**src/rtl/fetch_stage.sv**
```systemverilog
// rtl/fetch_stage.sv - instruction fetch stage with PC, reset-vector load and IF/ID register
//
// Owns the program counter. After reset it reads a two-word reset vector from
// instruction memory, then fetches 16-bit or 32-bit instructions. A first word
// with bit 15 set has a second word, its immediate. Completed instructions go
// into the IF/ID register.
//
// Ports:
//   clk           single clock, posedge
//   rst           synchronous active-low reset
//   imem_addr     word address to instruction memory (combinational)
//   imem_data     combinational read data for imem_addr
//   stall         hold PC, state, hold registers and IF/ID
//   redirect      replace PC with redirect_pc (beats stall)
//   redirect_pc   redirect target
//   pc_out        registered PC, feeds register file PC write data
//   ifid_valid    IF/ID holds a real instruction (0 = bubble)
//   ifid_instr    first instruction word
//   ifid_imm      second word of a 32-bit instruction, else 0
//   ifid_is32     instruction is 32-bit
//   ifid_pc       PC of the first word
//   ifid_next_pc  PC following the instruction (CALL return address)
module fetch_stage #(
  parameter logic [31:0] RESET_VEC_ADDR = 32'd0
) (
  input  logic        clk,
  input  logic        rst,
  output logic [31:0] imem_addr,
  input  logic [15:0] imem_data,
  input  logic        stall,
  input  logic        redirect,
  input  logic [31:0] redirect_pc,
  output logic [31:0] pc_out,
  output logic        ifid_valid,
  output logic [15:0] ifid_instr,
  output logic [15:0] ifid_imm,
  output logic        ifid_is32,
  output logic [31:0] ifid_pc,
  output logic [31:0] ifid_next_pc
);

  typedef enum logic [1:0] {VEC_LO, VEC_HI, FETCH, IMM} state_t;

  state_t      state, state_next;
  logic [31:0] pc;
  logic [31:0] pc_inc;
  logic [15:0] vec_lo;
  logic [15:0] hold_instr;
  logic [31:0] hold_pc;

  logic do_redirect;
  logic do_issue16;
  logic do_start32;
  logic do_issue32;

  // Wraps modulo 2^32, so an immediate straddling the top of memory comes from 0.
  assign pc_inc = pc + 32'd1;
  assign pc_out = pc;

  always_ff @(posedge clk) begin
    if (!rst) state <= VEC_LO;
    else      state <= state_next;
  end

  always_comb begin
    state_next  = state;
    imem_addr   = pc;
    do_redirect = 1'b0;
    do_issue16  = 1'b0;
    do_start32  = 1'b0;
    do_issue32  = 1'b0;
    case (state)
      VEC_LO: begin
        imem_addr  = RESET_VEC_ADDR;
        state_next = VEC_HI;
      end
      VEC_HI: begin
        imem_addr  = RESET_VEC_ADDR + 32'd1;
        state_next = FETCH;
      end
      FETCH: begin
        if (redirect) begin
          do_redirect = 1'b1;
        end else if (!stall) begin
          if (imem_data[15]) begin
            do_start32 = 1'b1;
            state_next = IMM;
          end else begin
            do_issue16 = 1'b1;
          end
        end
      end
      IMM: begin
        // Redirect abandons the held first word by returning to FETCH.
        if (redirect) begin
          do_redirect = 1'b1;
          state_next  = FETCH;
        end else if (!stall) begin
          do_issue32 = 1'b1;
          state_next = FETCH;
        end
      end
      default: state_next = VEC_LO;
    endcase
  end

  always_ff @(posedge clk) begin
    if (!rst) begin
      pc           <= 32'd0;
      vec_lo       <= 16'd0;
      hold_instr   <= 16'd0;
      hold_pc      <= 32'd0;
      ifid_valid   <= 1'b0;
      ifid_instr   <= 16'd0;
      ifid_imm     <= 16'd0;
      ifid_is32    <= 1'b0;
      ifid_pc      <= 32'd0;
      ifid_next_pc <= 32'd0;
    end else begin
      if (state == VEC_LO) vec_lo <= imem_data;
      if (state == VEC_HI) pc <= {imem_data, vec_lo};

      if (do_redirect) begin
        pc         <= redirect_pc;
        ifid_valid <= 1'b0;
      end

      if (do_issue16) begin
        ifid_valid   <= 1'b1;
        ifid_instr   <= imem_data;
        ifid_imm     <= 16'd0;
        ifid_is32    <= 1'b0;
        ifid_pc      <= pc;
        ifid_next_pc <= pc_inc;
        pc           <= pc_inc;
      end

      // First half of a 32-bit instruction: park it and emit a bubble.
      if (do_start32) begin
        hold_instr <= imem_data;
        hold_pc    <= pc;
        pc         <= pc_inc;
        ifid_valid <= 1'b0;
      end

      if (do_issue32) begin
        ifid_valid   <= 1'b1;
        ifid_instr   <= hold_instr;
        ifid_imm     <= imem_data;
        ifid_is32    <= 1'b1;
        ifid_pc      <= hold_pc;
        ifid_next_pc <= pc_inc;
        pc           <= pc_inc;
      end
    end
  end

endmodule
```
**config.mk**
```make
export PLATFORM = sky130hd
export DESIGN_NAME = fetch_stage
export DESIGN_NICKNAME = d
export VERILOG_FILES = /design/src/rtl/fetch_stage.sv
export SDC_FILE = /design/constraint.sdc
export NUM_CORES = 1
export LEC_CHECK = 0
export BUFFER_PORTS_ARGS = -buffer_cell sky130_fd_sc_hd__buf_2
export CAP_MARGIN = 40
export CORE_UTILIZATION = 49
export DETAILED_ROUTE_END_ITERATION = 10
export PLACE_DENSITY = 0.77
export SETUP_SLACK_MARGIN = 0.3
export SLEW_MARGIN = 20
export SYNTH_ARGS = -nofsm -noshare
export SYNTH_HDL_FRONTEND = slang
export SYNTH_SLANG_ARGS = --single-unit
export TNS_END_PERCENT = 1
```
**constraint.sdc**
```tcl
create_clock -name clk -period 2.4 [get_ports clk]
set_clock_uncertainty 0.2 [all_clocks]
set_input_delay 0.48 -clock clk [delete_from_list [all_inputs] [get_ports clk]]
set_output_delay 0.48 -clock clk [all_outputs]
set_load 0.01 [all_outputs]
```
==> impl_metrics.toml, run 1 <==
[floorplan]
row_count = 49
chipHeight_um = 138
start_util_pct = 50.1
die_x_um = 138
io_pins = 214
core_region_area_um2 = 18000
die_area_um2 = 19000

[power_and_ir_drop]
power_report.internal_total_mw = 5.32
max-vdd-ir-drop_v = 0.000606
leakagePower_nw = 4.62
pwr-share-seq_pct = 46.2
power_frac_clock_pct = 37.2
netSwitchingPower_mw = 2.28
switching_share_pct = 30.0
power-per-cell-area_nw_per_um2 = 682
total_power_mw = 7.60
combPwrFrac_pct = 16.6

[logic_synthesis]
synth_top_family_by_area = "compound AO/OA/AOI/OAI gates"
postSynthNetCount = 1220
synth.area.top_cells = "dfxtp_1 (43%), a21oi_1 (9.3%), nand2_1 (7.4%)"
syn-cell-area_um2 = 9030
synth_warnings = 0
synth_enable_flop_cells = 0
synth.mux.area_fraction_pct = 0.997
synth_ff_type = "dfxtp_1"
async_flop_share_pct = 0
synth_simple_gate_area_share_pct = 21.7
mean_syn_cell_area_um2 = 7.74
yosys.cell_types.count = 58
synth-seq-area-share_pct = 43.4
area_share_of_the_largest_cell_type_after_synthesis_pct = 43.4
synth-xor-area-share_pct = 2.52
flip_flop_and_latch_count_after_synthesis = 196
synth_compound_gate_area_share_pct = 24.2
synthAdderAreaFrac_pct = 0.138
synth_top_area_cell = "dfxtp_1"
post_synth_inst_count = 1167

[clock_tree]
clock_root_buffer = "clkbuf_16"
tritoncts = "yes"
cts_buffers = 17
clock-sinks = 196
hold_buffers = 0
clock_tree.buffer_depth = 2
clk_latency_ns = 0.44
clock_tree.htree_level_count = 4
clkTransAtPathRegs_ns = 0.08

[setup_path]
crit_path_end_kind = "register"
crit_slowest_cell = "or4_4"
crit_path_start_kind = "register"
critPathMaxStageDelay_ns = 0.49
crit_required_ns = 2.58
critical_path_class = "reg -> reg"
timing.critical_path.cells = "ha_4 > nand3_1 > or4_4 > or3_4 > or3_1 > nand3_1"
crit_fanout = 9
timing.critical_path.arrival_ns = 2.41
worst_path_most_repeated_cell = "nand3_1"

[placement]
gp_congestion = 0.925
post_dp_hpwl_um = 20600
placement.io_buffers = 213

[outcome]
violations = "DRC"
outcome = "finished with violations"

[grt]
grt_max_degree = 70
grt_overflow_total = 0
vias_in_the_first_global_route = 8083
grt_usage_pct = 31.4
initial_antenna_violation_count = 1
wire_length_of_the_first_global_routing_pass_um = 45400

[route]
final_antenna_net_count = 0
detail_route.first_pass.iterations = 9
initial_detailed_routing_violation_count = 1213
drc_errors = 1
vias = 9423
routed_wirelength_um = 29900
drt-wirelength-per-cell_um = 18.8
vias_per_cell = 5.92

[min_path]
min-delay-path-class = "in -> reg"

[timing]
final_max_slew_viol_count = 0
setup_viol_count_final = 0
max-slew-margin-rel_pct = 52.9
finalCriticalPeriod_ns = 2.23
fin_crit_sh_pct = 92.7
final-hold-violation-count = 0
fmax_mhz = 449
worst-slew-pin-transition_ns = 0.704
rsz0062_at_grt = "yes"
final.setup.tns_ns = 0

[job]
max-cap-violations = 0

[finish]
final_nets = 1403
antennaDiodeCount = 0
post_route_cells_drive_above_1_share_pct = 25.3
area_growth_pct = 23.3
==> layout by cell type (no fill, tap or decap), drive strengths merged, types with 3 or more instances in the layout <==
cell type and instances:
o31ai 16, o22ai 37, nor2 74, xor2 14, nor4 6, o21ai 57
a211oi 7, buf 286, nand4 12, dfxtp 196, a31oi 7, a22oi 3
nor3b 3, clkinvlp 5, a22o 19, o211ai 3, xnor2 12, or3 5
and2 36, inv 38, nand3 19, nand2b 18, and3 8, clkinv 4
a21oi 168, nor3 47, o31a 4, a222oi 7, o311ai 4, clkbuf 18
mux2i 9, and4 4, o221ai 15, nand2 178
==> cells in the mapped netlist (all sizes together) (8+ instances only) <==
library cell	number
and3	8
o21ai	57
xnor2	12
mux2i	9
nand2b	18
inv	34
nor2	74
o22ai	37
and2	36
dfxtp	196
xor2	14
a21oi	168
nand2	178
nand4	12
buf	28
nor3	47
o221ai	15
nand3	19
o31ai	16
clkbuf	94
a22o	19
==> state kept, by name, summed over array words and instances, names as in the netlist <==
name	count
ifid_instr	16
hold_instr	16
pc_out	32
ifid_imm	16
vec_lo	16
ifid_pc	32
state	2
ifid_next_pc	32
hold_pc	32
ifid_is32	1
ifid_valid	1
==> area by class of cell <==
cell class,count,area (µm²)
Tap cell,229,287
Sequential cell,196,3940
Clock inverter,14,148
Fill cell,1617,6880
Clock buffer,18,429
Timing Repair Buffer,286,1670
Multi-Input combinational cell,815,4540
Inverter,34,129
==> final timing paths <==
check,end,cells after the start,slack [ns],start
worst max-delay path,pc_out[22],6,0.17,pc_out[1]
worst min-delay path,vec_lo[6],3,0.15,imem_data[6]
worst max register to register,pc_out[22],6,0.17,pc_out[1]
worst min register to register,hold_pc[24],2,0.26,hold_pc[24]
==> worst max-delay path, delay by kind of cell (launching register included) <==
family / cells / cell delay (ns)
and+or+nand+nor: 5 / 1.40
adders and majority gates: 1 / 0.17
DFF: 1 / 0.41
==> cell families (layout without fill, tap and decap cells) <==
family,after synthesis,count (layout)
AOI/OAI and AO/OA,362,362
xor gates and xnor gates,26,26
buffers and inverters,156,352
muxes,9,9
adders and majority gates,1,1
and+or+nand+nor,417,417
DFF,196,196
==> per-stage QoR <==
stage	hold WS (ns)	std cells	area (µm²)	setup WS (ns)	util, %
2_1_floorplan	0.236	1167	9100	0.167	-
3_3_place_gp	0.241	1558	10500	0.198	58.4
3_5_place_dp	0.247	1559	10500	0.171	58.5
4_1_cts	0.133	1591	11100	0.183	61.7
5_1_grt	0.149	1592	11100	0.110	61.8
6_report	0.146	1592	11100	0.175	61.8
==> power by group through the flow <==
stage	logic (mW)	clock network (mW)	registers, mW
after floorplan	0.740	0	3.58
after global placement	1.21	0	3.58
after detailed placement	1.23	0	3.58
after CTS	1.24	2.85	3.51
after global routing	1.36	2.99	3.53
final	1.26	2.82	3.51
==> routing by layer <==
layer  track usage (%)  share of wire [%]  vias to the layer above
li1                  -                  -                     4440
met1              43.8                 43                     4406
met2              48.3                 45                      523
met3              5.70                9.6                       54
met4              11.4                2.2                        0
met5                 0                  0                        -
==> timing repair <==
action                     4_1_cts  5_1_grt
resized for setup                4        2
setup buffers                    0        1
setup endpoints to repair       42       44
(Power assumes the default switching activity.)
==> inputs of run 2 (changes only) <==
CORE_ASPECT_RATIO = 0.9   (was unset)
==> impl_metrics.toml, run 2 (synthesized netlist as in run 1, its figures left out) <==
[power_and_ir_drop]
leakagePower_nw = 4.68
power-per-cell-area_nw_per_um2 = 702
max-vdd-ir-drop_v = 0.000571

[finish]
final_nets = 1403
fin_cells = 1602
multi_input_comb_area_um2 = 4550
post_route_cells_drive_above_1_share_pct = 25.5
area_growth_pct = 24.6
sequential_cell_area_um2 = 3940
mostFrequentLayoutCell = "buf_2"
final_cell_mix = "buf_2 (213), dfxtp_1 (187), nand2_1 (178)"
antennaDiodeCount = 0
layout.filler_cells = 1563

[clock_tree]
cts_buffers = 17
tritoncts = "yes"
clock_tree.htree_level_count = 4
clock-sinks = 196
clock_root_buffer = "clkbuf_16"
hold_buffers = 0
clk_latency_ns = 0.44
clkTransAtPathRegs_ns = 0.07
clock_tree.buffer_depth = 2

[min_path]
worst_hold_startpoint = "imem_data[2]"
timing.hold.worst_path_depth = 3
hold_end = "vec_lo[2]"
min-delay-path-class = "in -> reg"

[setup_path]
critical_path_class = "reg -> reg"
rr_startpoint = "pc_out[0]"
crit_path_end_kind = "register"
crit_required_ns = 2.58
timing.critical_path.arrival_ns = 2.35
crit_path_start_kind = "register"
crit_fanout = 5
rrSetupSlack_ns = 0.23
regToRegEndpoint = "pc_out[22]"
reg2reg_path_depth = 6

[route]
drt-wirelength-per-cell_um = 18.8
vias = 9441
detail_route.first_pass.iterations = 6
routed_wirelength_um = 30100
drc_errors = 0
initial_detailed_routing_violation_count = 959
final_antenna_net_count = 0
vias_per_cell = 5.89

[timing]
rsz0062_at_grt = "yes"
hold-worst-slack_ns = 0.139
setup_viol_count_final = 0
fmax_mhz = 462
fin_crit_sh_pct = 90.2
worst-slew-pin-transition_ns = 0.742
finalCriticalPeriod_ns = 2.17
max-slew-margin-rel_pct = 50.1
final.setup.tns_ns = 0
final-hold-violation-count = 0
final_max_slew_viol_count = 0

[placement]
placed_cells = 1570
placement.io_buffers = 213
post_dp_hpwl_um = 20300
gp_congestion = 0.931

[floorplan]
die_x_um = 145
chipHeight_um = 131
core_region_area_um2 = 17800
io_pins = 214
row_count = 46
die_area_um2 = 19000
start_util_pct = 50.6

[grt]
grt_max_degree = 130
grt_usage_pct = 30.9
initial_antenna_violation_count = 0
wire_length_of_the_first_global_routing_pass_um = 46000
vias_in_the_first_global_route = 8208
grt_overflow_total = 0

[job]
max-cap-violations = 0

[outcome]
outcome = "finished clean"
[run 2: what timing repair did]
item / 4_1_cts / 5_1_grt
buffers inserted: 0 / 1
pin swaps: 0 / 1
gates resized for setup: 3 / 7
setup endpoints to repair: 35 / 65
[run 2: final cells by class]
cell class	count	area share [%]
multi-input cells	815	40.4
flip-flops and latches	196	35.0
repair buffers	286	15.1
clock buffers	20	4.15
well taps	240	2.67
clock inverters	11	1.54
inverters	34	1.16
[run 2: report_power, final]
part	switching [mW]	internal [mW]
registers	0.120	3.39
clock network	1.29	1.83
logic	0.797	0.482
[run 2: worst max path at each step]
stage / start / depth (start not counted) / end
2_1_floorplan: pc_out[13] / 6 / pc_out[22]
3_3_place_gp: pc_out[0] / 6 / pc_out[22]
3_5_place_dp: pc_out[0] / 6 / pc_out[22]
4_1_cts: pc_out[0] / 6 / pc_out[22]
5_1_grt: pc_out[0] / 6 / pc_out[22]
6_report: pc_out[0] / 6 / pc_out[22]
[run 2: through the flow]
| stage | power [mW] | utilization [%] | instance area [µm²] | setup slack, ns |
|---|---|---|---|---|
| 6_report | 7.91 | 63.1 | 11300 | 0.234 |
| 5_1_grt | 8.18 | 63.1 | 11300 | 0.170 |
| 4_1_cts | 7.89 | 62.9 | 11200 | 0.188 |
| 3_5_place_dp | 4.82 | 59.3 | 10600 | 0.168 |
| 3_3_place_gp | 4.79 | 59.2 | 10600 | 0.202 |
| 2_1_floorplan | 4.32 | - | 9100 | 0.167 |
[run 2: routing by layer]
metal / GRT usage [%] / vias to the layer above / part of all wire, %
met5: 0 / - / 0
met1: 42.8 / 4425 / 44
met3: 5.49 / 60 / 9.0
met2: 48.3 / 508 / 45
met4: 11.6 / 0 / 2.5
li1: - / 4448 / -
[run 2: worst max-delay path: stages (launching register included)]
cell and delay, ns:
dfxtp_4 0.37, ha_4 0.17, nand3_2 0.11, or4_4 0.47, or3_4 0.40, or3_1 0.32
nand3_1 0.07
==> inputs of run 3 (changes only) <==
CORE_UTILIZATION = 45   (was 49)
PLACE_DENSITY = 0.71   (was 0.77)
==> impl_metrics.toml, run 3 (synthesized netlist as in run 1, its figures left out) <==
[timing]
max-slew-margin-rel_pct = 49.9
fmax_mhz = 445
final_max_slew_viol_count = 0
min_setup_slack_post_route_ns = 0.153
hold-worst-slack_ns = 0.136
fin_crit_sh_pct = 93.6
finalCriticalPeriod_ns = 2.25
final.setup.tns_ns = 0
final-hold-violation-count = 0
rsz0062_at_grt = "yes"
worst-slew-pin-transition_ns = 0.744
setup_viol_count_final = 0

[clock_tree]
clock_tree.htree_level_count = 4
clock_root_buffer = "clkbuf_16"
clk_latency_ns = 0.45
hold_buffers = 0
clock-sinks = 196
cts_buffers = 17
postCtsSetupRepairBufs = 0
clkTransAtPathRegs_ns = 0.07
cts.repair.resized = 5
clock_tree.buffer_depth = 2
tritoncts = "yes"

[finish]
final_nets = 1406
final_core_util_pct = 57.9
final_cell_mix = "buf_2 (213), dfxtp_1 (187), nand2_1 (178)"
post_route_cells_drive_above_1_share_pct = 25.5
mostFrequentLayoutCell = "buf_2"
layout.filler_cells = 1803
antennaDiodeCount = 0
postLayoutCellArea_um2 = 11200
area_growth_pct = 24.3
fin_cells = 1616

[placement]
gp_congestion = 0.939
instance_area_after_placement_um2 = 10600
detailedPlace.worstSlack_ns = 0.0984
placed_cells = 1583
post_dp_hpwl_um = 20800
placement.io_buffers = 213

[floorplan]
chipHeight_um = 136
io_pins = 214
row_count = 48
die_x_um = 151
die_area_um2 = 20600
core_region_area_um2 = 19400
start_util_pct = 46.6

[setup_path]
crit_required_ns = 2.59
critical_path_class = "reg -> reg"
crit_slowest_cell = "or4_4"
crit_fanout = 9
timing.critical_path.buf_inv = 0
critPathMaxStageDelay_ns = 0.50
regToRegEndpoint = "pc_out[22]"
rrSetupSlack_ns = 0.15
rr_startpoint = "pc_out[1]"
reg2reg_path_depth = 6
crit_path_end_kind = "register"
timing.critical_path.arrival_ns = 2.43
crit_path_start_kind = "register"
worst_path_most_repeated_cell = "nand3_1"
crit_family = "simple AND/OR/NAND/NOR gates"
timing.critical_path.cells = "ha_4 > nand3_1 > or4_4 > or3_4 > or3_1 > nand3_1"

[route]
vias = 9268
initial_detailed_routing_violation_count = 1016
drc_errors = 0
routed_wirelength_um = 29800
final_antenna_net_count = 0
drt-wirelength-per-cell_um = 18.4
vias_per_cell = 5.74
detail_route.first_pass.iterations = 8

[power_and_ir_drop]
power-per-cell-area_nw_per_um2 = 681
leakagePower_nw = 4.67
total_power_mw = 7.65
max-vdd-ir-drop_v = 0.000534

[min_path]
hold_end = "hold_instr[2]"
worst_hold_startpoint = "imem_data[2]"
timing.hold.worst_path_depth = 3
min-delay-path-class = "in -> reg"

[grt]
grt_max_degree = 81
grt_usage_pct = 29.1
grt_overflow_total = 0
wire_length_of_the_first_global_routing_pass_um = 45700
initial_antenna_violation_count = 0
vias_in_the_first_global_route = 8143

[job]
max-cap-violations = 0

[outcome]
outcome = "finished clean"
run 3: changes by cell type in the layout (fill, tap and decap cells not counted), sizes merged:
cell,previous run,this run
clkinv,3,6
inv,36,35
bufinv,4,2
buf,286,289
clkinvlp,2,3
run 3: tightest hold or removal path, cell delays in order:
cell     delay (ns)
buf_2          0.14
nand2_1        0.06
a21oi_1        0.05
run 3: layer usage:
layer  share of wire [%]  global-route usage, %
met5                   0                      0
met4                 2.0                   9.44
met3                 9.1                   4.87
met2                  45                   44.6
met1                  44                   41.3
run 3: worst max-delay path by stage:
stage	from	endpoint	slack, ns	cells after the start
after global placement	pc_out[1]	pc_out[22]	0.16	6
after floorplan	pc_out[13]	pc_out[22]	0.17	6
after CTS	pc_out[1]	pc_out[22]	0.17	6
after global routing	pc_out[1]	pc_out[22]	0.05	6
after detailed placement	redirect	pc_out[5]	0.1	7
final	pc_out[1]	pc_out[22]	0.15	6
run 3: report_power, final:
group	switching (mW)	total (mW)	leakage [nW]	internal, mW
clock	1.28	2.87	0.282	1.59
combinational	0.785	1.27	2.79	0.488
sequential	0.120	3.51	1.59	3.39
total	2.19	7.65	4.67	5.46
run 3: area by class of cell:
type	instances	area (µm²)	area share [%]
multi-input cells	815	4540	40.4
inverters	34	130	1.16
clock buffers	20	457	4.07
well taps	250	313	2.79
flip-flops and latches	196	3940	35.1
clock inverters	12	129	1.15
repair buffers	289	1730	15.4
